### src/rtl/reset_source.sv
// Reset-request generator: merges POR, debounced button, software and watchdog
// sources into one stretched active-low request with a sticky cause register.
// Optional watchdog path is compiled in with `define RST_WATCHDOG_EN.
//
//   state   | meaning
//   --------+-------------------------------------------------------------
//   IDLE    | no reset pending, rst_req_n high, triggers accepted
//   HOLD    | rst_req_n low, hold_cnt counting down, waits for button release
//   RELEASE | rst_req_n low for one final cycle before returning to IDLE
module reset_source #(
   parameter int DEBOUNCE_CYCLES = 16,
   parameter int MIN_PULSE       = 8,
   parameter int WDT_TIMEOUT     = 1000
) (
   input  logic       clk,
   input  logic       rst_in,
   input  logic       btn_n,
   input  logic       sw_rst_req,
   input  logic       wdt_en,
   input  logic       wdt_kick,
   input  logic       cause_clr,
   output logic       rst_req_n,
   output logic [3:0] rst_cause,
   output logic       busy
);

   localparam int HOLD_W = (MIN_PULSE > 1) ? $clog2(MIN_PULSE) : 1;
   localparam int DB_W   = (DEBOUNCE_CYCLES > 1) ? $clog2(DEBOUNCE_CYCLES) : 1;

   localparam logic [HOLD_W-1:0] HOLD_INIT = HOLD_W'(MIN_PULSE - 1);
   localparam logic [DB_W-1:0]   DB_LAST   = DB_W'(DEBOUNCE_CYCLES - 1);

   typedef enum logic [1:0] {
      ST_IDLE    = 2'd0,
      ST_HOLD    = 2'd1,
      ST_RELEASE = 2'd2
   } state_e;

   state_e            state_q;
   logic [HOLD_W-1:0] hold_cnt_q;
   logic              rst_req_n_q;
   logic              busy_q;
   logic [3:0]        rst_cause_q;

   logic [1:0]        rst_sync_q;
   logic [1:0]        btn_sync_q;
   logic              btn_db_q, btn_db_d;
   logic [DB_W-1:0]   db_cnt_q, db_cnt_d;
   logic              btn_press;
   logic              wdt_fire;
   logic [3:0]        trig_vec;
   logic              trig_any;

   // Release of rst_in is only seen through this synchronizer; hold_cnt waits on it.
   always_ff @(posedge clk or negedge rst_in) begin
      if (!rst_in) begin
         rst_sync_q <= 2'b00;
      end else begin
         rst_sync_q <= {rst_sync_q[0], 1'b1};
      end
   end

   always_ff @(posedge clk or negedge rst_in) begin
      if (!rst_in) begin
         btn_sync_q <= 2'b11;
         btn_db_q   <= 1'b1;
         db_cnt_q   <= '0;
      end else begin
         btn_sync_q <= {btn_sync_q[0], btn_n};
         btn_db_q   <= btn_db_d;
         db_cnt_q   <= db_cnt_d;
      end
   end

   // Any sample agreeing with the debounced level restarts the count.
   always_comb begin
      btn_db_d  = btn_db_q;
      db_cnt_d  = '0;
      btn_press = 1'b0;
      if (btn_sync_q[1] != btn_db_q) begin
         if (db_cnt_q == DB_LAST) begin
            btn_db_d  = btn_sync_q[1];
            btn_press = ~btn_sync_q[1];
         end else begin
            db_cnt_d = db_cnt_q + 1'b1;
         end
      end
   end

`ifdef RST_WATCHDOG_EN
   localparam int               WDT_W    = $clog2(WDT_TIMEOUT);
   localparam logic [WDT_W-1:0] WDT_LAST = WDT_W'(WDT_TIMEOUT - 1);

   logic [WDT_W-1:0] wdt_cnt_q, wdt_cnt_d;

   always_comb begin
      wdt_cnt_d = '0;
      wdt_fire  = 1'b0;
      if (wdt_en && !wdt_kick && (state_q == ST_IDLE)) begin
         if (wdt_cnt_q == WDT_LAST) begin
            wdt_fire = 1'b1;
         end else begin
            wdt_cnt_d = wdt_cnt_q + 1'b1;
         end
      end
   end

   always_ff @(posedge clk or negedge rst_in) begin
      if (!rst_in) begin
         wdt_cnt_q <= '0;
      end else begin
         wdt_cnt_q <= wdt_cnt_d;
      end
   end
`else
   logic wdt_unused;
   assign wdt_unused = ^{wdt_en, wdt_kick, (WDT_TIMEOUT > 1)};
   assign wdt_fire   = 1'b0;
`endif

   assign trig_vec = {wdt_fire, sw_rst_req, btn_press, 1'b0};
   assign trig_any = |trig_vec;

   always_ff @(posedge clk or negedge rst_in) begin
      if (!rst_in) begin
         state_q     <= ST_HOLD;
         hold_cnt_q  <= HOLD_INIT;
         rst_req_n_q <= 1'b0;
         busy_q      <= 1'b1;
         rst_cause_q <= 4'b0001;
      end else begin
         case (state_q)
            ST_IDLE: begin
               if (trig_any) begin
                  state_q     <= ST_HOLD;
                  hold_cnt_q  <= HOLD_INIT;
                  rst_req_n_q <= 1'b0;
                  busy_q      <= 1'b1;
               end
            end
            ST_HOLD: begin
               // A pressed button parks HOLD at zero until it is released.
               if (hold_cnt_q == '0) begin
                  if (btn_db_q && rst_sync_q[1]) begin
                     state_q <= ST_RELEASE;
                  end
               end else if (rst_sync_q[1]) begin
                  hold_cnt_q <= hold_cnt_q - 1'b1;
               end
            end
            ST_RELEASE: begin
               state_q     <= ST_IDLE;
               rst_req_n_q <= 1'b1;
               busy_q      <= 1'b0;
            end
            default: begin
               state_q     <= ST_HOLD;
               hold_cnt_q  <= HOLD_INIT;
               rst_req_n_q <= 1'b0;
               busy_q      <= 1'b1;
            end
         endcase

         if ((state_q == ST_IDLE) && trig_any) begin
            rst_cause_q <= trig_vec;
         end else if (cause_clr) begin
            rst_cause_q <= 4'b0000;
         end
      end
   end

   assign rst_req_n = rst_req_n_q;
   assign busy      = busy_q;
   assign rst_cause = rst_cause_q;

endmodule
### config.mk
export PLATFORM = sky130hd
export DESIGN_NAME = reset_source
export DESIGN_NICKNAME = d
export VERILOG_FILES = /design/src/rtl/reset_source.sv
export SDC_FILE = /design/constraint.sdc
export NUM_CORES = 1
export LEC_CHECK = 0
export ABC_CLOCK_PERIOD_IN_PS = 5400
export CORE_MARGIN = 2
export CORE_UTILIZATION = 55
export CTS_BUF_LIST = sky130_fd_sc_hd__clkbuf_16
export DETAILED_ROUTE_END_ITERATION = 8
export GPL_TIMING_DRIVEN = 0
export PLACE_DENSITY = 0.91
export SLEW_MARGIN = 40
export SYNTH_ARGS = -nofsm -noshare
export SYNTH_HDL_FRONTEND = slang
export SYNTH_SLANG_ARGS = --single-unit
### constraint.sdc
create_clock -name clk -period 5.4 [get_ports clk]
set_input_delay 0.54 -clock clk [delete_from_list [all_inputs] [get_ports clk]]
set_output_delay 0.54 -clock clk [all_outputs]
set_load 0.005 [all_outputs]
After elaboration in Yosys (flattened, before gate mapping). Index checks and enable logic that the tools add are counted. W data, S select, Z words.

Bits in latches: 0. Bits of input ports: 7. ROM bits: 0. Logic and storage cells: 51. Bits in registers: 20. Memory bits (writable): 0. Output and inout port bits: 6. Memories: 0.

$add $sub $neg: 2. Bitwise operators: 3. Equality and inequality tests: 9. Reductions and logical operators: 10. Multipliers: 0. Shift-type cells: 0. Mux-type cells: 18. $lt $le $gt $ge: 0. Div/mod/pow operators: 0.

Operator list (number): $mux W4 (4); $ne A2 B2 Y1 const B (5); $mux W3 (3); $pmux W3 S3 (1); $mux W2 (3); $pmux W1 S3 (2); $pmux W2 S3 (1); $add A4 B1 Y4 const B (1); $eq A4 B4 Y1 const B (1); $mux W1 (4); $reduce_and A2 Y1 (2); $reduce_and A4 Y1 (1); $logic_not A3 Y1 (1); $not A1 Y1 (3); $reduce_and A3 Y1 (1); $sub A3 B1 Y3 const B (1); $eq A2 B1 Y1 const B (1); $eq A2 B2 Y1 const B (1); $logic_and A1 B1 Y1 (2); $logic_not A2 Y1 (1); $reduce_bool A2 Y1 (1); $reduce_or A2 Y1 (1); $ne A1 B1 Y1 (1).

Longest topological paths before layout.
Depth after elaboration: 6. Gate-level depth with buffers: 6. Gate-level depth less buffers: 6.

Worst setup path before layout. OpenSTA, ideal clock, no wires.

Path kind: reg-to-reg. Start: register state_q[0]. End: register rst_req_n_q (netlist: rst_req_n). Data arrival time: 1593 ps. Cell stages (with the launch flop): 7. Slack: 3682 ps. Buffers on the path: 0. Path through: dfstp_2 > inv_1 > ha_1 > and2b_2 > o21ai_4 > and2b_2 > mux2_2.

Longest elaborated chain between the ends: 3. Elaborated cells between the ends (all ways): 7. Classes of those cells: eq/ne (3); mux (1); bitwise (1); reduce/logical (2).

Ends and longest elaborated chain: start, declared (RTL line 39) `state_e state_q;`; start signal, assigned (RTL line 126) `state_q <= ST_HOLD;`; start signal, assigned (RTL line 135) `state_q <= ST_HOLD;`; start signal, assigned (RTL line 145) `state_q <= ST_RELEASE;`; $logic_not A2 Y1 or $eq A2 B1 Y1 (tied branches) (RTL line 132) `case (state_q)`; $ne A2 B2 Y1 (no line) or $not A1 Y1 (tied branches); $reduce_and A2 Y1 (no line); end signal, assigned (RTL line 128) `rst_req_n_q <= 1'b0;`; end signal, assigned (RTL line 137) `rst_req_n_q <= 1'b0;`; end signal, assigned (RTL line 153) `rst_req_n_q <= 1'b1;`; end, declared (RTL line 41) `logic rst_req_n_q;`.

Parallel ways exist; a longest one is shown, timed or not. A chain may end at the register's enable or synchronous reset.

Worst setup path after layout. Ends and elaborated chain as after synthesis.

==> summary.txt <==
Clock network
  – Root Buffer Master: clkbuf_16
  – Clock Sinks: 19
  – Clock Latency Late Sink: 0.25 ns
  – CTS tree: built
  – CTS H-tree lvls: 1
  – Hold_buf cts: 0
  – Num CTS Buffers: 3
  – Worst-path clk slew: 0.05 ns
  – Post-CTS Resized: 0
  – Setup Fix Bufs, Post-CTS: 0
  – Clk buf depth: 2

Logic synthesis
  – Largest family of logic cells by synthesized area: simple AND/OR/NAND/NOR gates
  – Yosys warning total: 0
  – Synth Area in XOR/XNOR: 1.93%
  – Post-synthesis net count: 89
  – Unique cell type count in the Yosys netlist: 27
  – Simple-gate share of the synthesized area: 14.3%
  – Yosys reg bits: 19
  – Mapped Area: 907 sq um
  – Post-synthesis mux area share: 5.38%
  – Syn Inst Count: 76
  – Adder-cell share of the synthesized area: 8.28%
  – Compound-Gate Fraction of Synth Area: 11.4%
  – Seq/Total Area, Yosys: 53.7%
  – Avg Synthesized Cell Area: 11.9 sq um

Final layout
  – Multi-input logic area: 383 sq um
  – Most common cell after layout, fill and taps aside: dfrtp_1
  – Most frequent cells in the layout: dfrtp_1 (10), inv_1 (9), dfstp_2 (9), clkdlybuf4s50_1 (8), ha_1 (6)
  – Reg area: 487 sq um
  – Inserted Diodes: 0
  – Final nets: 103
  – Share of cells above drive strength 1: 27.0%
  – Filler cells: 98
  – Synth-to-Final Area Change: 20.3%

Global routing
  – GRT overflow: 0
  – GR Util All Layers: 20.4%
  – Initial antenna violation count: 0
  – Vias in the first global route: 649
  – GR Util met2: 35.4%
  – Pin count of the biggest net entering global routing: 20
  – Global-route met3 utilization: 4.90%
  – Most used routing layer: met2
  – Met1 GRT Util: 24.3%
  – First-pass GRT wire length: 2.83 mm

Routing
  – WL final: 1.61 mm
  – DRC viols: 0
  – Via density: 5.68
  – Detailed-route wire length per cell: 15.3 microns
  – Routed vias: 596
  – DRT Pass-1 Iters: 4
  – Iter 0 DRT Violations: 15
  – Antenna Nets Post-Route: 0

Worst hold path
  – Worst min path class: in -> async

STA
  – Max Freq: 545 MHz
  – Hold Vio Cnt, Final: 0
  – RSZ-0062 raised after global routing: no
  – Clock skew: 0.00173 ns
  – Setup TNS: 0 ns
  – Post-layout min period: 1.83 ns
  – Slew Viols, Final: 0
  – Final period util: 34.0%
  – Endpoints failing setup: 0

Critical path
  – Worst Path Max Fanout: 7
  – Crit-path most repeated cell: and2b_2
  – Slowest stage delay, CP: 0.54 ns
  – Critical path arrival: 1.97 ns
  – Slowest CP cell: dfstp_2
  – Critical path endpoint category: flip-flop
  – Cells along the critical path: inv_1 > ha_1 > and2b_2 > o21ai_4 > and2b_2 > mux2_2
  – Crit path buf inv count: 1
  – Setup crit start kind: flip-flop
  – Worst Path Required: 5.54 ns
  – R2R Setup Slk: 3.57 ns
  – Crit path max-delay family: flip-flops
  – WS Path Type: reg -> reg

Floorplanning
  – Die width: 44.6 microns
  – Initial Util: 59.5%
  – Die Y: 44.6 microns
  – Core ar.: 1520 sq um
  – Row count: 14
  – Area of the die: 1990 sq um
  – Num ports: 13

Pwr
  – Pleak: 0.491 nW
  – Peak supply drop: 276 uV
  – Power Total: 460 uW
  – Power Density: 422 nW/um^2

Run status
  – Status: completed

Placement
  – GP Congestion: 0.786
  – Count of input and output buffers: 9
  – Post-DP HPWL: 1.11 mm

Run
  – Max-Cap Viols: 0
cell usage after synthesis:
master    number  share of area (%)
a211oi_1       1               0.83
a21oi_1        4                2.2
a31oi_1        4                2.8
a32o_1         2                2.2
and2b_2        2                1.9
and3_1         2                1.4
and3_4         1                1.2
buf_4          1               0.83
conb_1         2               0.83
dfrtp_1       10                 28
dfstp_2        9                 26
ha_1           6                8.3
inv_1          8                3.3
mux2_2         3                3.7
mux2_4         1                1.7
nand2_1        3                1.2
nand2b_1       1               0.69
nand2b_2       1               0.97
nand3_2        1                1.1
nand4b_1       2                1.9
nor2_1         2               0.83
nor2b_1        2                1.4
nor3b_1        2                1.7
o21ai_0        2                1.1
o21ai_1        1               0.55
o21ai_4        1                1.8
xnor2_1        2                1.9
final cells by class:
class                   instances  share of cell area (%)
multi-input cells              48                    35.1
well taps                      16                    1.83
repair buffers                  9                    7.80
clock buffers                   3                    6.88
plain buffers                   1                   0.688
inverters                       8                    2.75
clock inverters                 1                   0.344
flip-flops and latches         19                    44.6
registers in the layout, indices dropped and copies added, names as in the netlist:
signal      cells
rst_cause       3
busy            1
db_cnt_q        4
rst_req_n       1
btn_db_q        1
hold_cnt_q      3
rst_sync_q      2
state_q         2
btn_sync_q      2
power breakdown:
group	total (mW)	internal (mW)	leakage, nW	switching [mW]
logic	0.123	0.0608	0.223	0.0621
registers	0.189	0.173	0.226	0.0154
clock network	0.149	0.0984	0.0423	0.0502
worst paths after layout:
check	startpoint	to	depth (start not counted)
max reg2reg	state_q[0]	rst_req_n	6
min	rst_in	rst_req_n	1
max in group asynchronous	rst_in	hold_cnt_q[1]	1
max	state_q[0]	rst_req_n	6
min in group clk	rst_sync_q[0]	rst_sync_q[1]	0
min reg2reg	rst_sync_q[0]	rst_sync_q[1]	0
metrics by stage:
stage	instance area [sq um]	cells	hold slack, ns	utilization (%)	worst slack [ns]
after detailed placement	1020	101	0.342	66.7	3.36
after global routing	1090	105	0.252	71.6	3.48
after global placement	1020	101	0.333	66.7	3.36
final	1090	105	0.212	71.6	3.57
after CTS	1100	105	0.354	71.9	3.57
after floorplan	907	76	0.244	-	3.68
metal layers:
| layer | vias up | share of wire, % |
|---|---|---|
| met5 | - | 0 |
| met4 | 0 | 1.2 |
| met3 | 2 | 5.2 |
| met2 | 20 | 51 |
| met1 | 289 | 42 |
| li1 | 285 | - |
cells by family after synthesis:
| group | after synthesis |
|---|---|
| buffers and inverters | 9 |
| xor gates and xnor gates | 2 |
| and+or+nand+nor | 19 |
| DFF | 19 |
| muxes | 4 |
| adders and majority gates | 6 |
| other | 2 |
| AOI/OAI and AO/OA | 15 |
Note: power is estimated with default switching activity, not from simulation.
